<file path="src/rtl/ui_layer_compositor.sv">
// ui_layer_compositor: index-priority merge of N_LAYERS layers over bg_rgb, then an alpha-blended
// full-screen overlay. Define UI_COMP_FADE_EN to enable the frame-stepped fade in/out FSM.
module ui_layer_compositor #(
    parameter int N_LAYERS         = 12,
    parameter int PIPE             = 2,
    parameter int FADE_STEP_FRAMES = 2
) (
    input  logic                    clk,
    input  logic                    rst,
    input  logic [N_LAYERS-1:0]     layer_en,
    input  logic [N_LAYERS*24-1:0]  layer_rgb,
    input  logic [23:0]             bg_rgb,
    input  logic                    overlay_en,
    input  logic [23:0]             overlay_rgb,
    input  logic                    overlay_req,
    input  logic                    frame_start,
    output logic [7:0]              r,
    output logic [7:0]              g,
    output logic [7:0]              b,
    output logic                    overlay_pixel_en,
    output logic [4:0]              top_layer,
    output logic                    fade_done
);

    typedef struct packed {
        logic [23:0] base;
        logic [4:0]  top;
        logic        ov_en;
        logic [23:0] ov;
        logic [4:0]  alpha;
    } pix_t;

    localparam logic [4:0] ALPHA_FULL = 5'd16;

    logic [4:0] alpha_q;
    pix_t       sel_p0;
    pix_t       fin_p;
    logic       fin_vld;

    if (N_LAYERS < 2 || N_LAYERS > 16 || PIPE < 1 || PIPE > 4 ||
        FADE_STEP_FRAMES < 1 || FADE_STEP_FRAMES > 15) begin : g_bad_param
        $error("ui_layer_compositor: parameter out of range");
    end

    function automatic logic [7:0] blend_ch(input logic [7:0] ov, input logic [7:0] base,
                                            input logic [4:0] alpha);
        logic [12:0] acc;
        acc = 13'(ov) * 13'(alpha) + 13'(base) * (13'd16 - 13'(alpha));
        return 8'(acc >> 4);
    endfunction

    function automatic logic [23:0] blend_px(input pix_t p);
        if (!p.ov_en)
            return p.base;
        return {blend_ch(p.ov[23:16], p.base[23:16], p.alpha),
                blend_ch(p.ov[15:8],  p.base[15:8],  p.alpha),
                blend_ch(p.ov[7:0],   p.base[7:0],   p.alpha)};
    endfunction

    // Stage 1 select: later (higher) indices overwrite earlier ones.
    always_comb begin
        sel_p0.base  = bg_rgb;
        sel_p0.top   = '0;
        for (int i = 0; i < N_LAYERS; i++) begin
            if (layer_en[i]) begin
                sel_p0.base = layer_rgb[24*i +: 24];
                sel_p0.top  = 5'(i + 1);
            end
        end
        sel_p0.ov_en = overlay_en;
        sel_p0.ov    = overlay_rgb;
        sel_p0.alpha = alpha_q;
    end

    if (PIPE == 1) begin : g_direct
        assign fin_p   = sel_p0;
        assign fin_vld = 1'b1;
    end else begin : g_stages
        pix_t            pix_pipe [PIPE-1];
        logic [PIPE-2:0] vld_pipe;

        always_ff @(posedge clk) begin
            pix_pipe[0] <= sel_p0;
            for (int k = 1; k < PIPE - 1; k++)
                pix_pipe[k] <= pix_pipe[k-1];
        end

        always_ff @(posedge clk or negedge rst) begin
            if (!rst) begin
                vld_pipe <= '0;
            end else begin
                vld_pipe[0] <= 1'b1;
                for (int k = 1; k < PIPE - 1; k++)
                    vld_pipe[k] <= vld_pipe[k-1];
            end
        end

        assign fin_p   = pix_pipe[PIPE-2];
        assign fin_vld = vld_pipe[PIPE-2];
    end

    // Last stage: blend and register outputs.
    always_ff @(posedge clk or negedge rst) begin
        if (!rst) begin
            r                <= '0;
            g                <= '0;
            b                <= '0;
            overlay_pixel_en <= 1'b0;
            top_layer        <= '0;
        end else if (fin_vld) begin
            {r, g, b}        <= blend_px(fin_p);
            overlay_pixel_en <= fin_p.ov_en && (fin_p.alpha != '0);
            top_layer        <= fin_p.top;
        end
    end

`ifdef UI_COMP_FADE_EN
    typedef enum logic [1:0] {IDLE, FADE_IN, SHOWN, FADE_OUT} state_t;

    state_t     state_q;
    logic [3:0] step_cnt_q;
    logic       step_hit;

    assign step_hit = (step_cnt_q == 4'(FADE_STEP_FRAMES - 1));

    always_ff @(posedge clk or negedge rst) begin
        if (!rst) begin
            state_q    <= IDLE;
            alpha_q    <= '0;
            step_cnt_q <= '0;
            fade_done  <= 1'b0;
        end else if (frame_start) begin
            case (state_q)
                IDLE: begin
                    if (overlay_req) begin
                        state_q    <= FADE_IN;
                        step_cnt_q <= '0;
                    end
                end
                FADE_IN: begin
                    if (!overlay_req) begin
                        state_q    <= FADE_OUT;
                        step_cnt_q <= '0;
                    end else if (step_hit) begin
                        step_cnt_q <= '0;
                        if (alpha_q >= 5'd14) begin
                            alpha_q   <= ALPHA_FULL;
                            state_q   <= SHOWN;
                            fade_done <= 1'b1;
                        end else begin
                            alpha_q <= alpha_q + 5'd2;
                        end
                    end else begin
                        step_cnt_q <= step_cnt_q + 4'd1;
                    end
                end
                SHOWN: begin
                    if (!overlay_req) begin
                        state_q    <= FADE_OUT;
                        step_cnt_q <= '0;
                        fade_done  <= 1'b0;
                    end
                end
                FADE_OUT: begin
                    if (overlay_req) begin
                        state_q    <= FADE_IN;
                        step_cnt_q <= '0;
                    end else if (step_hit) begin
                        step_cnt_q <= '0;
                        if (alpha_q <= 5'd2) begin
                            alpha_q <= '0;
                            state_q <= IDLE;
                        end else begin
                            alpha_q <= alpha_q - 5'd2;
                        end
                    end else begin
                        step_cnt_q <= step_cnt_q + 4'd1;
                    end
                end
                default: state_q <= IDLE;
            endcase
        end
    end
`else
    // No fade: overlay snaps fully on or off at each frame boundary.
    always_ff @(posedge clk or negedge rst) begin
        if (!rst) begin
            alpha_q   <= '0;
            fade_done <= 1'b0;
        end else if (frame_start) begin
            alpha_q   <= overlay_req ? ALPHA_FULL : 5'd0;
            fade_done <= overlay_req;
        end
    end
`endif

endmodule
</file>
<file path="config.mk">
export PLATFORM = sky130hd
export DESIGN_NAME = ui_layer_compositor
export DESIGN_NICKNAME = d
export VERILOG_FILES = /design/src/rtl/ui_layer_compositor.sv
export SDC_FILE = /design/constraint.sdc
export NUM_CORES = 1
export LEC_CHECK = 0
export CAP_MARGIN = 20
export CORE_AREA = 2 2 149 151
export CTS_BUF_LIST = sky130_fd_sc_hd__clkbuf_4 sky130_fd_sc_hd__clkbuf_8
export CTS_CLUSTER_SIZE = 30
export DETAILED_ROUTE_END_ITERATION = 6
export DIE_AREA = 0 0 151 153
export DONT_BUFFER_PORTS = 1
export PLACE_DENSITY = 0.47
export SLEW_MARGIN = 20
export SYNTH_ARGS = -nofsm -noshare
export SYNTH_HDL_FRONTEND = slang
export SYNTH_SLANG_ARGS = --single-unit
</file>
<file path="constraint.sdc">
create_clock -name clk -period 3.85 [get_ports clk]
set_clock_uncertainty 0.2 [all_clocks]
set_input_delay 0.77 -clock clk [delete_from_list [all_inputs] [get_ports clk]]
set_output_delay 0.77 -clock clk [all_outputs]
set_load 0.01 [all_outputs]
</file>
; Yosys cells after proc, flatten, opt, wreduce, memory -nomap -nowiden
; Memories as Yosys holds them, arrays and structs flattened.
; Cells that the tools add are included.
[word_totals]
regBits = 37
latchBits = 0
ram_bits = 59
mem_bits_ro = 0
inputBits = 353
output_inout_bits = 31
word_cells = 38
n_memories = 1
[op_classes]
n_addsub = 4
mul = 6
div_mod_pow = 0
n_lt_le_gt_ge = 0
n_eq_ne = 0
n_shift = 0
n_mux = 17
bitwise_logic = 0
n_reduce_logical = 2
[mem_list]
columns = memory, words, word_bits, rd, rd_ports_with_merged_regs, write_ports, line
row1 = g_stages.pix_pipe, 1, 59, 1, 0, 1, 79  ; pix_t pix_pipe [PIPE-1];
[op_table]
columns = operator, n
row1 = two-way mux 29 bit, 12
row2 = two-way mux 24 bit, 2
row3 = adder 12 bit, 3
row4 = multiplier 8 x 5 -> 12 bit, 3
row5 = multiplier 8 x 13 -> 12 bit, 2
row6 = multiplier 9 x 6 -> 12 bit, 1
row7 = subtractor 5 x 5 -> 6 bit (first input constant), 1
row8 = two-way mux 5 bit, 1
row9 = nonzero test 5 bit, 1
row10 = two-way mux 1 bit, 2
row11 = logical AND 1 bit, 1

; Depth between registers and ports, before layout
[logic_depth]
word_depth = 12
mapped_depth = 16
ltp_nobuf = 14

; Worst setup path before layout
; OpenSTA, ideal clock, no wires.
[synth_timing]
path_type = register to register
start = memory g_stages.pix_pipe[0][4] in the netlist's numbering
end = register g[7]
setup_ps = 125
t_arrival_ps = 2856
required_time_ps = 3525
setup_slack_ps = 670
stages_incl_launch_ff = 17
n_path_buf = 2
period_less_slack_ps = 3180
path_cell_list = dfxtp_1 > buf_2 > clkbuf_1 > nor2b_1 > ha_1 > ha_1 > ha_1 > inv_1 > fa_1 > inv_1 > ha_1 > ha_1 > a21o_1 > a21oi_1 > xnor2_1 > a21oi_1 > mux2_2
[synth_between]
elab_chain_cells = 5
elab_cells_between_ends = 6
cone_classes = add/sub (2) / mul (2) / mux (1) / memory (1)
[synth_lines]
columns = item, line
row1 = start: declaration, 79
row2 = memory (1 x 59 bit) (*), --
row3 = subtractor 5 x 5 -> 6 bit, 48  ; acc = 13'(ov) * 13'(alpha) + 13'(base) * (13'd16 - 13'(alpha));
row4 = multiplier 8 x 13 -> 12 bit, 48
row5 = adder 12 bit (*), 48
row6 = two-way mux 24 bit (*), 55  ; return {blend_ch(p.ov[23:16], p.base[23:16], p.alpha),
row7 = end signal: assignment, 111  ; {r, g, b} <= blend_px(fin_p);
row8 = end: declaration, 18  ; output logic [7:0] g,
; Every way passes the cells marked *; elsewhere a longest branch is shown, timed or not.
; A chain may end at the register's enable or synchronous reset.

; Final worst setup path
[layout_timing]
start = memory g_stages.pix_pipe[0][4] in the netlist's numbering
end = register b[7]
[layout_between]
elab_chain_cells = 5
elab_cells_between_ends = 6
cone_classes = add/sub (2) / mul (2) / mux (1) / memory (1)
[layout_lines]
columns = item, line
row1 = memory (1 x 59 bit) (*), --
row2 = subtractor 5 x 5 -> 6 bit, 48
row3 = multiplier 9 x 6 -> 12 bit, 48
row4 = adder 12 bit (*), 48
row5 = two-way mux 24 bit (*), 55
row6 = end signal: assignment, 111
row7 = end: declaration, 19  ; output logic [7:0] b,
; Marks and branches as above.

==> metrics.txt <==
TritonCTS buffer count 9; Sequential Area 0.001858 sq mm; worst setup margin 0.5249 ns; Rel. slew slack 30.37%; placed wire-length estimate 20600 microns; final wirelength about 25000 microns; CTS Sinks 85; clk buf depth 2; R2R setup slack 0.52 ns; Ports 384; setup repair bufs after CTS 0; Cell Pwr Density 349.0 mW/mm^2; first-pass detailed-route iteration total 7; worst skew pair latency 0.37 ns; Mapped Cells 724; Worst Tran Pin Value roughly 1.0 ns; type of the worst setup path flip-flop to flip-flop; CTS tree built; hold crit path type primary input to asynchronous set/reset pin; Worst Path Required 3.91 ns; pre-CTS setup slack 0.5101 ns; filler instances approximately 2300; clock-pin slew on the worst setup and hold paths 0.09 ns; Post-synth EDFFs 0; routed vias/inst 5.570; final hold violation count 0; worst vdd ir 135.6 uV; top_reg_cell synth dfxtp_1; # setup viols final 0; Overall Power 0.002317 W; Post-Syn Area 0.006210 sq mm; asr flop ratio synth 36.47%; RR Startpoint g_stages.pix_pipe[0][4]; final instance area 0.006639 sq mm; # port buffers 0; H-tree levels 3; Cell variety after synth 50; RSZ-0062 raised after global routing false; critical path endpoint category flip-flop; vias between 5000 and 6000; YS warnings 0; first-pass GRT wire length roughly 36000 microns; drt wl/cell 25.06 microns; fin crit share 86.37%; GRT Resource Usage Total 20.81%; fin nets 1103; area of the multi-input gates 0.003995 sq mm; crit path from g_stages.pix_pipe[0][4]; Congestion Overflow GR 0; placed inst area 0.006402 sq mm; FMAX ~300 MHz; critical path peak fanout 12; cells on worst reg2reg path 10; max_cap viols 0; area leader, netlist dfxtp_1; top post-synthesis cells by area dfxtp_1, dfrtp_1, ha_1; leakage power figure 2.839 nW; post-synth top area share 17.41%; largest net degree at the start of global routing 50; initial antenna violation count 3; drt drc 3; post-synthesis sequential area ratio 29.90%; CTS Root Buffer Type clkbuf_8; final slew viol count 0; reg2reg end b[7]; vias in the first global route between 5000 and 6000; Mapped Avg Cell Area 8.577 sq um; Die Ht between 150 and 200 microns; clock period minus worst slack 3.325 ns; die area 0.02310 sq mm; crit start category flip-flop; status finished with violations; Critical Path End b[7]; DRT iter0 DRCs 325; Core Region approximately 0.021 sq mm; share of layout cells above drive strength 1 8.807%; area grow syn2layout 6.911%; violated checks design-rule violations; post-synthesis register bit count 85; FP Rows 54; WHS 0.01459 ns; Fin Setup TNS 0 ns; Placer Congestion 0.8588; Die Width 151 microns; Initial Util 28.90%; Final ANT Viol Nets 0; Worst Path Arrival ~3.4 ns
[routing by layer]
layer | routed length, microns | GRT usage, % | vias to the layer above
li1 | - | - | 2614
met1 | 10780 | 27.55 | 2617
met2 | 11940 | 34.11 | 235
met3 | 1490 | 4.119 | 24
met4 | 480 | 6.275 | 2
met5 | 16 | 0 | -
[kinds of logic (layout without fill, tap and decap cells)]
family	Yosys count	after routing	share of synthesized area [%]
compound gates	254	254	27.52
xor+xnor	13	13	1.834
fa+ha+maj	51	51	10.88
buf+inv	95	64	6.508
flops	85	85	29.90
mux	72	72	12.41
other cells	2	15	0.1209
simple gates	152	152	10.82
[Yosys cell counts (all sizes together), types with 21 or more instances]
master	number
a22oi	39
dfrtp	31
inv	41
nor2	68
mux2i	41
dfxtp	54
mux2	31
buf	25
nand2	47
clkbuf	29
o21ai	27
a21oi	75
ha	46
o22ai	27
o211ai	21
a221oi	27
[state kept, by name (all words and copies together) (netlist names)]
name / cells
r: 8
overlay_pixel_en: 1
alpha_q: 1
g_stages.pix_pipe: 54
top_layer: 4
g: 8
fin_vld: 1
b: 8
[placed cells by master (no fill, tap or decap), types with 4 or more instances in the layout]
cell type | netlist | routed
o2111ai_1 | 4 | 4
ha_1 | 46 | 46
mux2i_1 | 41 | 41
o22ai_1 | 27 | 27
o211ai_1 | 21 | 21
nor2_1 | 68 | 68
conb_1 | 2 | 13
o21ai_1 | 8 | 8
dfrtp_1 | 31 | 30
and2_1 | 8 | 8
buf_4 | 2 | 6
nand2_1 | 47 | 47
nand2b_1 | 4 | 4
mux2_2 | 25 | 25
a221oi_1 | 24 | 24
fa_1 | 5 | 5
a22oi_1 | 39 | 39
dfxtp_1 | 54 | 54
a221o_1 | 8 | 8
xnor2_1 | 13 | 13
clkbuf_8 | 0 | 9
a21o_1 | 10 | 10
o21ai_0 | 19 | 19
inv_1 | 38 | 38
a21oi_1 | 75 | 75
nor2b_1 | 11 | 11
[stage by stage]
stage | cells | util, %
CTS | 984 | 30.88
finish | 986 | 30.90
detailed placement | 967 | 29.80
global route | 986 | 30.90
global placement | 967 | 29.80
floorplan | 735 | -
[worst max-delay path, cell delays in order (launching register included)]
cell and delay, ns:
dfxtp_1 0.62, buf_4 0.26, mux2_2 0.35, ha_1 0.30, ha_1 0.29, ha_1 0.33
a21o_1 0.19, a21oi_1 0.17, xnor2_1 0.14, a21oi_1 0.08, mux2_2 0.29
[where the power goes]
| group | switching [W] | internal, W | total, W |
|---|---|---|---|
| clock network | 0.000353 | 0.000315 | 0.000669 |
| logic | 0.000284 | 0.000266 | 0.000551 |
| registers | 0.000114 | 0.000983 | 0.00110 |
[how the worst min path moves through the flow]
stage / end / slack, ns / depth (start not counted)
2_1_floorplan: g_stages.pix_pipe[0][4] / 0.22 / 0
6_report: top_layer[3] / 0.01 / 1
3_5_place_dp: top_layer[0] / 0.25 / 1
5_1_grt: top_layer[3] / 0.007 / 1
3_3_place_gp: top_layer[0] / 0.25 / 1
4_1_cts: top_layer[3] / 0.01 / 1
[cell type report]
| cell class | instances | area share (%) |
|---|---|---|
| multi-input combinational | 555 | 60.18 |
| sequential | 85 | 27.99 |
| tap | 280 | 5.277 |
| inverter | 41 | 2.318 |
| clock buffer | 9 | 1.866 |
| clock inverter | 7 | 1.319 |
| timing repair buffer | 7 | 0.9800 |
| antenna | 2 | 0.07539 |
[what timing repair did]
item | CTS | global route
gates resized for setup | 0 | 0
hold buffers | 1 | 0
hold endpoints to repair | 31 | 0
(Power assumes the default switching activity.)
